--- config.mk ---
export PLATFORM = sky130hd
export DESIGN_NAME = qmf_subband_decimator
export DESIGN_NICKNAME = d
export VERILOG_FILES = /design/src/rtl/qmf_subband_decimator.sv
export SDC_FILE = /design/constraint.sdc
export NUM_CORES = 1
export LEC_CHECK = 0
export BUFFER_PORTS_ARGS = -buffer_cell sky130_fd_sc_hd__buf_2
export CORE_UTILIZATION = 39
export CTS_CLUSTER_SIZE = 8
export DETAILED_ROUTE_END_ITERATION = 8
export HOLD_SLACK_MARGIN = 0.03
export PLACE_DENSITY_LB_ADDON = 0.1
export SYNTH_ARGS = -nofsm -noshare
export SYNTH_HDL_FRONTEND = slang
export SYNTH_SLANG_ARGS = --single-unit
export TNS_END_PERCENT = 10
--- constraint.sdc ---
create_clock -name clk -period 9 [get_ports clk]
set_clock_uncertainty 0.1 [all_clocks]
set_input_delay 0.45 -clock clk [delete_from_list [all_inputs] [get_ports clk]]
set_output_delay 0.45 -clock clk [all_outputs]
set_load 0.1 [all_outputs]
--- src/rtl/qmf_subband_decimator.sv ---
`default_nettype none
// ============================================================================
//  Module      : qmf_subband_decimator
//  Description : Decimates the QMF low/high subband streams by 2 (selectable
//                polyphase), packs each retained pair into one word and
//                buffers it in a first-word-fall-through FIFO with frame
//                markers. Losses are reported, the upstream is never stalled.
//  Revision    : 1.0  initial release
// ============================================================================
module qmf_subband_decimator #(
    parameter int DATAW     = 16,
    parameter int DEPTH     = 8,
    parameter int PHASE     = 0,
    parameter int FRAME_LEN = 64
) (
    input  logic                       clk,
    input  logic                       rst,
    input  logic                       clear,
    input  logic                       in_valid,
    input  logic [DATAW-1:0]           din_low,
    input  logic [DATAW-1:0]           din_high,
    output logic                       m_valid,
    input  logic                       m_ready,
    output logic [2*DATAW-1:0]         m_data,
    output logic                       m_last,
    output logic [$clog2(DEPTH+1)-1:0] level,
    output logic                       overflow,
    output logic [15:0]                drop_cnt
);

    localparam int c_AW = $clog2(DEPTH);
    localparam int c_LW = $clog2(DEPTH + 1);
    localparam int c_FW = (FRAME_LEN > 1) ? $clog2(FRAME_LEN) : 1;
    localparam int c_WW = 2 * DATAW + 1;

    // Storage word: {last tag, high sample, low sample}
    logic [c_WW-1:0] mem_q [DEPTH];

    logic            phase_q,     phase_d;
    logic [c_AW-1:0] wr_ptr_q,    wr_ptr_d;
    logic [c_AW-1:0] rd_ptr_q,    rd_ptr_d;
    logic [c_LW-1:0] level_q,     level_d;
    logic [c_FW-1:0] frame_cnt_q, frame_cnt_d;
    logic            overflow_q,  overflow_d;
    logic [15:0]     drop_cnt_q,  drop_cnt_d;

    logic            retain;
    logic            full;
    logic            pop;
    logic            push;
    logic            drop;
    logic            tag;
    logic [c_WW-1:0] head;

    // Next-state: decimation select, FIFO bookkeeping, framing and loss stats
    always_comb begin
        retain = in_valid && (phase_q == 1'(PHASE));
        full   = (level_q == c_LW'(DEPTH));
        pop    = (level_q != '0) && m_ready;
        // A full FIFO still accepts when the head leaves in the same cycle
        push   = retain && (!full || pop);
        drop   = retain && !push;
        tag    = (frame_cnt_q == c_FW'(FRAME_LEN - 1));

        phase_d     = phase_q;
        wr_ptr_d    = wr_ptr_q;
        rd_ptr_d    = rd_ptr_q;
        level_d     = level_q;
        frame_cnt_d = frame_cnt_q;
        overflow_d  = overflow_q;
        drop_cnt_d  = drop_cnt_q;

        if (in_valid) begin
            phase_d = ~phase_q;
        end
        if (push) begin
            wr_ptr_d    = wr_ptr_q + c_AW'(1);
            frame_cnt_d = tag ? '0 : frame_cnt_q + c_FW'(1);
        end
        if (pop) begin
            rd_ptr_d = rd_ptr_q + c_AW'(1);
        end
        case ({push, pop})
            2'b10:   level_d = level_q + c_LW'(1);
            2'b01:   level_d = level_q - c_LW'(1);
            default: level_d = level_q;
        endcase
        if (drop) begin
            overflow_d = 1'b1;
            if (drop_cnt_q != 16'hFFFF) begin
                drop_cnt_d = drop_cnt_q + 16'd1;
            end
        end

        // Flush wins over any push/pop in the same cycle
        if (clear) begin
            phase_d     = 1'b0;
            wr_ptr_d    = '0;
            rd_ptr_d    = '0;
            level_d     = '0;
            frame_cnt_d = '0;
            overflow_d  = 1'b0;
            drop_cnt_d  = '0;
        end
    end

    // Control/state registers with asynchronous reset
    always_ff @(posedge clk or posedge rst) begin
        if (rst) begin
            phase_q     <= 1'b0;
            wr_ptr_q    <= '0;
            rd_ptr_q    <= '0;
            level_q     <= '0;
            frame_cnt_q <= '0;
            overflow_q  <= 1'b0;
            drop_cnt_q  <= '0;
        end else begin
            phase_q     <= phase_d;
            wr_ptr_q    <= wr_ptr_d;
            rd_ptr_q    <= rd_ptr_d;
            level_q     <= level_d;
            frame_cnt_q <= frame_cnt_d;
            overflow_q  <= overflow_d;
            drop_cnt_q  <= drop_cnt_d;
        end
    end

    // Data array needs no reset: entries are only visible once counted in level
    always_ff @(posedge clk) begin
        if (push && !clear) begin
            mem_q[wr_ptr_q] <= {tag, din_high, din_low};
        end
    end

    // Fall-through head; data forced to zero while empty so reset shows zeros
    always_comb begin
        head     = mem_q[rd_ptr_q];
        m_valid  = (level_q != '0);
        m_data   = m_valid ? head[2*DATAW-1:0] : '0;
        m_last   = m_valid && head[c_WW-1];
        level    = level_q;
        overflow = overflow_q;
        drop_cnt = drop_cnt_q;
    end

endmodule
`default_nettype wire

## Yosys cells after proc, flatten, opt, wreduce, memory -nomap -nowiden

Memories as Yosys holds them, arrays and structs flattened.
Index checks and enable logic that the tools add are counted.

| cells by class | value |
|---|---|
| add/subtract/negate cells | 6 |
| mux-type cells | 19 |
| bitwise operators | 1 |
| reductions and logical operators | 18 |
| equal/unequal tests | 5 |

Operators with widths:

| cell | count |
|---|---|
| $mux W16 | 3 |
| $mux W32 | 1 |
| $mux W6 | 3 |
| $add A16 B1 Y16 const B | 1 |
| $ne A16 B16 Y1 const B | 1 |
| $mux W3 | 4 |
| $reduce_bool A2 Y1 | 5 |
| $pmux W4 S2 | 1 |
| $add A3 B1 Y3 const B | 2 |
| $add A6 B1 Y6 const B | 1 |
| $eq A6 B6 Y1 const B | 1 |
| $logic_and A1 B1 Y1 | 6 |
| $mux W1 | 6 |
| $add A4 B1 Y4 const B | 1 |
| $eq A4 B4 Y1 const B | 1 |
| $mux W4 | 1 |
| $reduce_bool A4 Y1 | 1 |
| $sub A4 B1 Y4 const B | 1 |
| $logic_not A1 Y1 | 3 |
| $reduce_bool A3 Y1 | 1 |
| $eq A2 B1 Y1 const B | 1 |
| $eq A2 B2 Y1 const B | 1 |
| $reduce_and A2 Y1 | 1 |
| $logic_or A1 B1 Y1 | 1 |
| $not A1 Y1 | 1 |

| word-level totals | value |
|---|---|
| memories kept | 1 |
| input port bits | 37 |
| flip-flop bits (word level) | 34 |
| bits in writable memories | 264 |
| logic and storage cells | 57 |
| output and inout bits | 55 |

Memories:

| name | words | width | read ports | clocked after memory_dff | wr ports | RTL line | source |
|---|---|---|---|---|---|---|---|
| mem_q | 8 | 33 | 1 | 0 | 1 | 37 | `logic [c_WW-1:0] mem_q [DEPTH];` |

## Logic depth before layout (Yosys ltp)

Gate-level depths: netlist (run 1).

| logic depth | value |
|---|---|
| depth in word-level cells | 8 |
| mapped depth | 8 |

## Worst setup path before layout (run 1)

OpenSTA, ideal clock, no wires.

| timing path | value |
|---|---|
| kind | reg2reg |
| from | register level_q[0], in the netlist level[0] |
| to | memory mem_q[2][0] in the netlist's numbering, enable pin |
| data required time | 8.382 ns |
| path slack | 3.101 ns |
| arrival | 5.281 ns |
| cell stages (with the launch flop) | 5 |
| clock period less this slack | 5.899 ns |
| cells stage by stage | dfrtp_1 nor3_4 a21oi_1 nand2b_1 nor4b_1 |

| between the ends | value |
|---|---|
| cells in the longest elaborated chain, start to end | 7 |

Ends and longest elaborated chain:

| element | RTL line | source |
|---|---|---|
| from (decl) | 42 | `logic [c_LW-1:0] level_q, level_d;` |
| from (signal assigned) | 121 | `level_q <= level_d;` |
| $eq A4 B4 Y1 or $reduce_bool A4 Y1 (tied branches) | 58, 59 |  |
| $logic_not A1 Y1 or $logic_and A1 B1 Y1 (tied branches) | 61, 59 |  |
| $logic_or A1 B1 Y1 * | 61 | `push = retain && (!full \|\| pop);` |
| $logic_and A1 B1 Y1 * | 61 |  |
| $logic_and A1 B1 Y1 * | 130 | `if (push && !clear) begin` |
| $mux W1 * | 130 |  |
| $mux W1 (not written as such) * | 131 | `mem_q[wr_ptr_q] <= {tag, din_high, din_low};` |
| to (decl) | 37 |  |

Mark *: on every way between the ends. The rest lies on a longest branch, timed or not.

## Worst setup path in the final report (run 1)

| timing path | value |
|---|---|
| from | register rd_ptr_q[0] |
| to | output port m_data[4] |

| between the ends | value |
|---|---|
| cells in the longest elaborated chain, start to end | 2 |

Ends and longest elaborated chain:

| element | RTL line | source |
|---|---|---|
| from (decl) | 41 | `logic [c_AW-1:0] rd_ptr_q, rd_ptr_d;` |
| from (signal assigned) | 120 | `rd_ptr_q <= rd_ptr_d;` |
| $mem_v2 Z8 W33 | - |  |
| $mux W32 | 139 | `m_data = m_valid ? head[2*DATAW-1:0] : '0;` |
| to (decl) | 24 | `output logic [2*DATAW-1:0] m_data,` |

Every way passes these cells.

==> flow_summary.toml, run 1 <==
[synthesis]
synth_cell_types = 56
synth_area_sq_mm = 0.0122
synth.area.mux_share_pct = 16.0
ys_warn_count = 0
yosys.area_share.adder_pct = 0.781
synth_edf_count = 264
synth_simple_gate_area_share_pct = 5.91
synthCells = 653
async_flop_share_pct = 11.4
avgSynthCellArea_sq_um = 18.6
synth-seq-area-share_pct = 72.1
synth-compound-area-share_pct = 3.27
synth_top_family_by_area = "multiplexers"
syn_nets = 697
ys.flop_type = "edfxtp_1"
ys_ff_latch = 298
yosys.area_share.xor_xnor_pct = 0.432

[worst_setup_path]
end_kind = "primary output"
required_ns = 8.45
setup.worst_path.class = "flop to primary output"
reg2reg_setup_slack_ns = 5.83
path_max_fanout = 36
arrival_ns = 3.33
r2r_cells = 5
crit_path_start_kind = "flop"
worstReg2RegEnd = "mem_q[0][27]"
critPathLaunch = "rd_ptr_q[0]"
worstReg2RegStart = "level[3]"
setup.worst_path.end = "m_data[4]"

[clock_network]
cts_tree = "built"
clkLatencyLatePin_ns = 0.53
clock_sinks = 298
cts_setup_buffers = 0
numCtsBuffers = 43
cts_buffer_depth = 3
cts_resized = 0
cts_root_buffer = "clkbuf_16"
ctsHtreeMaxLevel = 2
clkTransAtPathRegs_ns = 0.05
hold_buffers = 1

[floorplanning]
die_x_microns = 179
pin_count = 92
core-area_sq_mm = 0.0307
dieHeight_microns = 179
initial_utilization_pct = 39.7
num_rows = 64
die-area_sq_mm = 0.0319

[detailed_routing]
routedWlPerCell_microns = 21.9
routed_wl_mm = 26.2
first_pass_iters = 7
routed_via_density = 5.37
ant_nets = 0
vias = 6413
drc = 0
drt-initial-drc-count = 396

[grt]
grt_antenna_before_repair = 2
grt_pass1_wl_mm = 40.2
grt_max_degree = 60
grt_overflow = 0
track_usage_pct = 17.1
grt_pass1_vias = 6883

[sta]
final.setup.tns_ns = 0
fin_ws_ns = 5.12
finalHoldViolations = 0
max_slew_margin_pct = 35.9
max_freq_mhz = 258
worstMarginPinSlew_ns = 0.961
setup_violations = 0
min_period_ns = 3.88
drv_slew = 0
rsz0062_at_grt = "false"
fin_crit_sh_pct = 43.1

[place]
gp_routability_congestion = 0.740
port_buffers = 91
placed_cell_area_sq_mm = 0.0131
place_hpwl_mm = 14.5
place_ws_ns = 5.49

[final_layout]
fillers = 2599
layout-drive-gt1-share_pct = 30.8
final_common_cell = "edfxtp_1"
finish.instance_area_sq_mm = 0.0144
synthToLayoutAreaGrowth_pct = 18.2
nNetsFinal = 814
final_cell_mix = "edfxtp_1 (264), buf_2 (91), mux4_2 (66)"

[power_and_ir_drop]
swShare_pct = 39.5
power_frac_comb_pct = 33.9
power.switching_mw = 1.85
clock_power_share_pct = 31.5
p_int_mw = 2.83
seqPwrFrac_pct = 34.6
p_leak_nw = 4.86
power_density_mw_per_mm2 = 325
ir_drop_uv = 222

[hold_path]
holdPathStages = 1
hold_start = "din_high[8]"
hold_path_class = "input pin to flop"

[job]
drv_cap = 0

[status]
status = "finished, final reports clean"
[kinds of logic (layout without fill, tap and decap cells)]
kind of cell / Yosys count / after routing
flip-flops: 298 / 298
multiplexers: 111 / 111
other: 0 / 2
AO/OA/AOI/OAI: 48 / 48
adder cells (fa/ha/maj): 7 / 7
XOR/XNOR: 6 / 6
AND/OR/NAND/NOR: 144 / 144
buffers and inverters: 39 / 182
[final cells by class]
type,instances,area [sq um],share of cell area [%]
Inverter,5,18.8,0.130
Tap cell,396,495,3.44
Sequential cell,298,8780,61.0
Timing Repair Buffer,106,571,3.96
Clock inverter,2,27.5,0.191
Clock buffer,69,1220,8.45
Multi-Input combinational cell,316,3280,22.8
Antenna cell,2,5.00,0.0348
[stage by stage]
stage,cells,hold WS [ns],util [%],total power [mW]
2_1_floorplan,653,0.417,-,2.96
3_3_place_gp,1120,0.383,42.8,3.24
3_5_place_dp,1120,0.383,42.8,3.25
4_1_cts,1192,0.0799,46.9,4.75
5_1_grt,1192,0.0854,46.9,4.86
6_report,1194,0.102,46.9,4.68
[worst min-delay path by stage]
stage,end
after floorplan,frame_cnt_q[1]
after global placement,overflow
after detailed placement,drop_cnt[12]
after CTS,mem_q[2][20]
after global routing,mem_q[5][24]
final,mem_q[5][24]
[sequential cells by signal, summed over array words and instances (netlist names)]
register     flops
overflow         1
phase_q          1
wr_ptr_q         3
level            4
drop_cnt        16
rd_ptr_q         3
mem_q          264
frame_cnt_q      6
[layer usage]
metal  GRT usage [%]  routed length (microns)  vias up
met5               0                        0        -
met4            5.47                      485        0
met3            3.16                     1230       48
met2            28.6                    12900      162
met1            22.5                    11600     3345
li1                -                        -     2858
[synthesized netlist by cell type (all sizes together), types with 2 or more instances]
cell type | number | share of area, %
edfxtp | 264 | 65
mux4 | 66 | 12
nor2 | 63 | 1.9
dfrtp | 34 | 7.0
mux2i | 34 | 2.8
nand2 | 23 | 0.73
buf | 20 | 0.90
a21oi | 14 | 0.58
clkbuf | 14 | 0.43
nor2b | 14 | 0.72
mux2 | 11 | 1.0
nand3 | 9 | 0.37
a2111oi | 6 | 0.69
a211oi | 6 | 0.58
ha | 6 | 0.62
inv | 5 | 0.15
nand4 | 5 | 0.31
nor3 | 5 | 0.30
and3 | 4 | 0.21
and4 | 4 | 0.31
nand2b | 4 | 0.21
o211ai | 3 | 0.18
o21ai | 3 | 0.12
o31ai | 3 | 0.18
xnor2 | 3 | 0.22
xor2 | 3 | 0.22
a21o | 2 | 0.12
and2 | 2 | 0.10
nor4 | 2 | 0.10
nor4b | 2 | 0.14
o41ai | 2 | 0.14
or3 | 2 | 0.10
or4 | 2 | 0.12
[critical path: stages, from the launching register on]
cell     delay [ns]
dfrtp_4        0.88
buf_4          0.74
mux4_2         0.58
mux2i_1        0.21
nor2_1         0.06
buf_2          0.30
[power by group through the flow]
stage               Clock [mW]  Combinational, mW  Sequential, mW
CTS                       1.52               1.61            1.62
global route              1.57               1.67            1.63
floorplan                    0               1.31            1.65
finish                    1.48               1.59            1.62
global placement             0               1.60            1.64
detailed placement           0               1.61            1.65
Power figures use the tool's default switching activity.
==> inputs of run 2 (changes only) <==
==> constraint.sdc (replaced) <==
create_clock -name clk -period 4 [get_ports clk]
set_clock_uncertainty 0.1 [all_clocks]
set_input_delay 0.2 -clock clk [delete_from_list [all_inputs] [get_ports clk]]
set_output_delay 0.2 -clock clk [all_outputs]
set_load 0.1 [all_outputs]
==> run 2 against run 1 <==
Hold slack better by 0.23 ns. Utilization up 1.5 points. Clock power increased by 120%. Sequential share of layout area decreased by 1.8 points. First-iteration DRC count up 11%. Critical endpoint is now m_data[17].
==> flow_summary.toml, run 2 (synthesis results as in run 1) <==
[clock_network]
ctsHtreeMaxLevel = 2
numCtsBuffers = 43
cts_resized = 0
cts_setup_buffers = 0
cts_tree = "built"
clock_sinks = 298
cts_buffer_depth = 3
cts_root_buffer = "clkbuf_16"
clkTransAtPathRegs_ns = 0.05
clkLatencyLatePin_ns = 0.52

[sta]
worstMarginPinSlew_ns = 0.963
fin_crit_sh_pct = 80.2
max_freq_mhz = 312
min_period_ns = 3.21
finalHoldViolations = 0
drv_slew = 0
setup_violations = 0
max_slew_margin_pct = 35.8
rsz0062_at_grt = "false"
final.setup.tns_ns = 0

[worst_setup_path]
crit_path_start_kind = "flop"
arrival_ns = 2.91
end_kind = "primary output"
required_ns = 3.70
setup.worst_path.class = "flop to primary output"
path_max_fanout = 34

[grt]
grt_antenna_before_repair = 1
track_usage_pct = 16.6
grt_overflow = 0
grt_pass1_vias = 6943
grt_max_degree = 63
grt_pass1_wl_mm = 39.7

[detailed_routing]
routedWlPerCell_microns = 20.4
drc = 0
routed_wl_mm = 25.2
first_pass_iters = 4
vias = 6468
drt-initial-drc-count = 438
ant_nets = 0
routed_via_density = 5.24

[status]
status = "finished, final reports clean"

[place]
place_hpwl_mm = 14.8
port_buffers = 91
gp_routability_congestion = 0.752

[final_layout]
final_cell_mix = "edfxtp_1 (264), buf_2 (91), mux4_2 (66)"
regMostFlops = "mem_q"
layout-drive-gt1-share_pct = 30.1
synthToLayoutAreaGrowth_pct = 21.9
largest_reg_flops = 264
utilization_pct = 48.4
final_common_cell = "edfxtp_1"
nNetsFinal = 856

[floorplanning]
dieHeight_microns = 179
initial_utilization_pct = 39.7
die_x_microns = 179
num_rows = 64
die-area_sq_mm = 0.0319
core-area_sq_mm = 0.0307
pin_count = 92

[power_and_ir_drop]
ir_drop_uv = 407
p_leak_nw = 5.05
power_density_mw_per_mm2 = 710

[job]
drv_cap = 0

[hold_path]
hold_path_class = "input pin to async pin"
-- run 2: changes by cell type in the layout (fill, tap and decap cells not counted), sizes merged --
cell,before,now
dlygate4sd3,1,36
buf,105,112
diode,2,1
-- run 2: critical path, stage by stage, from the launching register on --
cell,delay (ns)
dfrtp_4,0.89
buf_4,0.35
mux4_2,0.53
mux2i_1,0.23
nor2_1,0.06
buf_2,0.31
-- run 2: per-layer routing --
metal	up-vias	wire [microns]	share of wire, %	global-route usage [%]
met5	-	0	0	0
met4	0	552	2.2	5.23
met3	46	1020	4.0	3.18
met2	140	12400	49	27.6
met1	3330	11300	45	22.0
li1	2952	-	-	-
-- run 2: area by class of cell --
class	count	area, sq um
clock buffer	69	1220
fill	2590	15800
sequential	298	8780
timing repair buffer	148	986
inverter	5	18.8
antenna	1	2.50
multi-input combinational	316	3310
tap	396	495
clock inverter	2	27.5
-- run 2: path summary, 6_finish.rpt --
kind                           endpoint    startpoint  cells after the start  slack, ns
hold reg to reg            drop_cnt[12]  drop_cnt[12]                      1       0.42
setup reg to reg            mem_q[7][1]      level[3]                      5       1.11
hold / removal              drop_cnt[5]           rst                      3       0.33
min in group clk           mem_q[0][10]   din_low[10]                      2       0.39
setup / recovery             m_data[17]   rd_ptr_q[0]                      5       0.79
max in group asynchronous   rd_ptr_q[2]           rst                      4       2.70
-- run 2: timing repair --
| action | 4_1_cts | 5_1_grt |
|---|---|---|
| endpoints found under the hold margin | 283 | 0 |
| endpoints found under the setup margin | 0 | 0 |
| hold buffers | 36 | 0 |
-- run 2: power breakdown --
part | leakage, nW | switching (mW) | internal (mW)
clock network | 0.593 | 1.25 | 2.06
registers | 2.84 | 0.171 | 3.47
logic | 1.62 | 2.71 | 0.885
-- run 2: through the flow --
stage / std cells / instance area [sq um] / setup slack, ns / power, mW / hold slack, ns
2_1_floorplan: 653 / 12200 / -0.242 / 6.66 / 0.199
3_3_place_gp: 1127 / 13200 / 1.21 / 7.32 / 0.339
3_5_place_dp: 1127 / 13200 / 1.12 / 7.33 / 0.376
4_1_cts: 1234 / 14800 / 0.685 / 10.7 / 0.356
5_1_grt: 1234 / 14800 / 0.607 / 11.0 / 0.389
6_report: 1235 / 14800 / 0.792 / 10.5 / 0.334
==> inputs of run 3 (changes only) <==
==> constraint.sdc (replaced) <==
create_clock -name clk -period 2.7 [get_ports clk]
set_clock_uncertainty 0.1 [all_clocks]
set_input_delay 0.135 -clock clk [delete_from_list [all_inputs] [get_ports clk]]
set_output_delay 0.135 -clock clk [all_outputs]
set_load 0.1 [all_outputs]
==> run 3 against run 2 <==
Final area grew 1.9%. Non-clock buffer count increased by 12. Via count is 1.0% higher. Sequential power rose by 46%. Routed wire length is 2.4% higher. Power grew 50%. Critical path depth is the same. Combinational power is 62% higher. Clock power rose by 40%. Cell count about the same. Worst setup slack got worse by 0.71 ns. Sequential share of layout area decreased by 1.0 points.
==> flow_summary.toml, run 3 (synthesis results as in run 1) <==
[detailed_routing]
drc = 0
drt-initial-drc-count = 352
ant_nets = 0
routedWlPerCell_microns = 20.9
routed_wl_mm = 25.8
vias = 6533
routed_via_density = 5.29
first_pass_iters = 4

[floorplanning]
num_rows = 64
dieHeight_microns = 179
pin_count = 92
initial_utilization_pct = 39.7
core-area_sq_mm = 0.0307
die-area_sq_mm = 0.0319
die_x_microns = 179

[grt]
grt_antenna_before_repair = 1
grt_pass1_wl_mm = 39.6
grt_overflow = 0
grt_max_degree = 42
grt_pass1_vias = 6947
track_usage_pct = 16.6

[power_and_ir_drop]
power_density_mw_per_mm2 = 1040
swShare_pct = 38.9
power_mw = 15.8
clock_power_share_pct = 29.4
power_frac_comb_pct = 36.9
p_leak_nw = 5.15
p_int_mw = 9.65
ir_drop_uv = 711
power.switching_mw = 6.14
seqPwrFrac_pct = 33.7

[worst_setup_path]
arrival_ns = 2.38
path_max_fanout = 8
slowest_stage = "dfrtp_4"
required_ns = 2.47
critical_path.max_stage_delay_ns = 0.55
path_cells = "buf_4 > mux4_2 > mux2i_1 > nor2_1 > buf_2"
setup.worst_path.class = "flop to primary output"
end_kind = "primary output"
crit_path_start_kind = "flop"

[sta]
max_freq_mhz = 382
finalHoldViolations = 0
worstMarginPinSlew_ns = 0.899
fin_crit_sh_pct = 97.0
min_period_ns = 2.62
rsz0062_at_grt = "true"
max_slew_margin_pct = 40.0
setup_violations = 0
drv_slew = 0
timing.hold.ws_ns = 0.0610

[status]
status = "finished, final reports clean"

[final_layout]
regMostFlops = "mem_q"
final_common_cell = "edfxtp_1"
layout-drive-gt1-share_pct = 32.6
multi_input_area_sq_mm = 0.00335
largest_reg_flops = 264
seqCellArea_sq_mm = 0.00880
fillers = 2551
nNetsFinal = 868
fin_cells = 1234
synthToLayoutAreaGrowth_pct = 24.3
final_cell_mix = "edfxtp_1 (264), buf_2 (74), mux4_2 (66)"

[place]
gp_routability_congestion = 0.792
dp_cells = 1134
port_buffers = 91
place_hpwl_mm = 14.9

[clock_network]
cts_buffer_depth = 3
ctsHtreeMaxLevel = 2
cts_tree = "built"
clkTransAtPathRegs_ns = 0.05
numCtsBuffers = 43
cts_root_buffer = "clkbuf_16"
clock_sinks = 298
clkLatencyLatePin_ns = 0.52

[hold_path]
hold_path_class = "input pin to flop"

[job]
drv_cap = 0
==> run 3: cell types whose count changed in the layout (fill, tap and decap cells not counted), moves of 2 or more <==
cell | previous run | this run
buf_12 | 1 | 11
dfrtp_1 | 31 | 27
clkbuf_1 | 24 | 12
clkbuf_4 | 0 | 7
buf_2 | 91 | 74
clkinv_8 | 0 | 2
dfrtp_4 | 1 | 5
buf_4 | 20 | 29
buf_16 | 0 | 2
==> run 3: layer usage <==
layer  vias up  GRT usage [%]  part of all wire (%)
met5         -              0                     0
met4         0           4.98                   1.7
met3        44           2.93                   4.3
met2       142           28.7                    50
met1      3380           21.4                    44
li1       2967              -                     -
==> run 3: worst paths after layout <==
path                       depth (start not counted)           end        start  slack, ns
min                                                4   rd_ptr_q[1]      m_ready       0.06
max in group asynchronous                          4   drop_cnt[2]          rst       1.54
min in group asynchronous                          3  drop_cnt[11]          rst       0.27
max reg2reg                                        7      level[3]     level[0]       0.20
max                                                5    m_data[24]  rd_ptr_q[0]       0.08
min reg2reg                                        2      overflow     overflow       0.39
==> run 3: power groups by stage <==
stage,sequential [mW],combinational [mW],clock [mW]
after global placement,5.43,5.55,0
after CTS,5.31,5.72,4.78
after global routing,5.33,6.14,4.96
after floorplan,5.50,4.41,0
final,5.32,5.83,4.64
after detailed placement,5.44,5.58,0
==> run 3: critical path: cells and delay by family (launching register included) <==
family                 cells  cell delay (ns)
DFF                        1             0.55
muxes                      2             0.77
and+or+nand+nor            1             0.08
buffers and inverters      2             0.47
==> run 3: repair_timing <==
item	4_1_cts	5_1_grt
resized for setup	1	31
setup endpoints to repair	28	11
hold buffers	35	0
endpoints found under the hold margin	279	0
setup buffers	3	2
cloned	0	1
==> run 3: final cells by class <==
cell class | instances | share of cell area (%)
tap | 396 | 3.27
antenna | 1 | 0.0165
sequential | 298 | 58.2
clock buffer | 55 | 7.41
inverter | 5 | 0.124
clock inverter | 3 | 0.265
timing repair buffer | 160 | 8.61
multi-input combinational | 316 | 22.1
==> run 3: metrics by stage <==
step                      setup slack (ns)  util [%]  instance area [sq um]  TNS, ns
after floorplan                     -0.290         -                  12300   -35.70
after global placement               0.289      43.9                  13500        0
after detailed placement             0.226      43.9                  13500        0
after CTS                          0.00186      48.9                  15000        0
after global routing               -0.0260      49.3                  15100  -0.0455
final                               0.0818      49.3                  15100        0
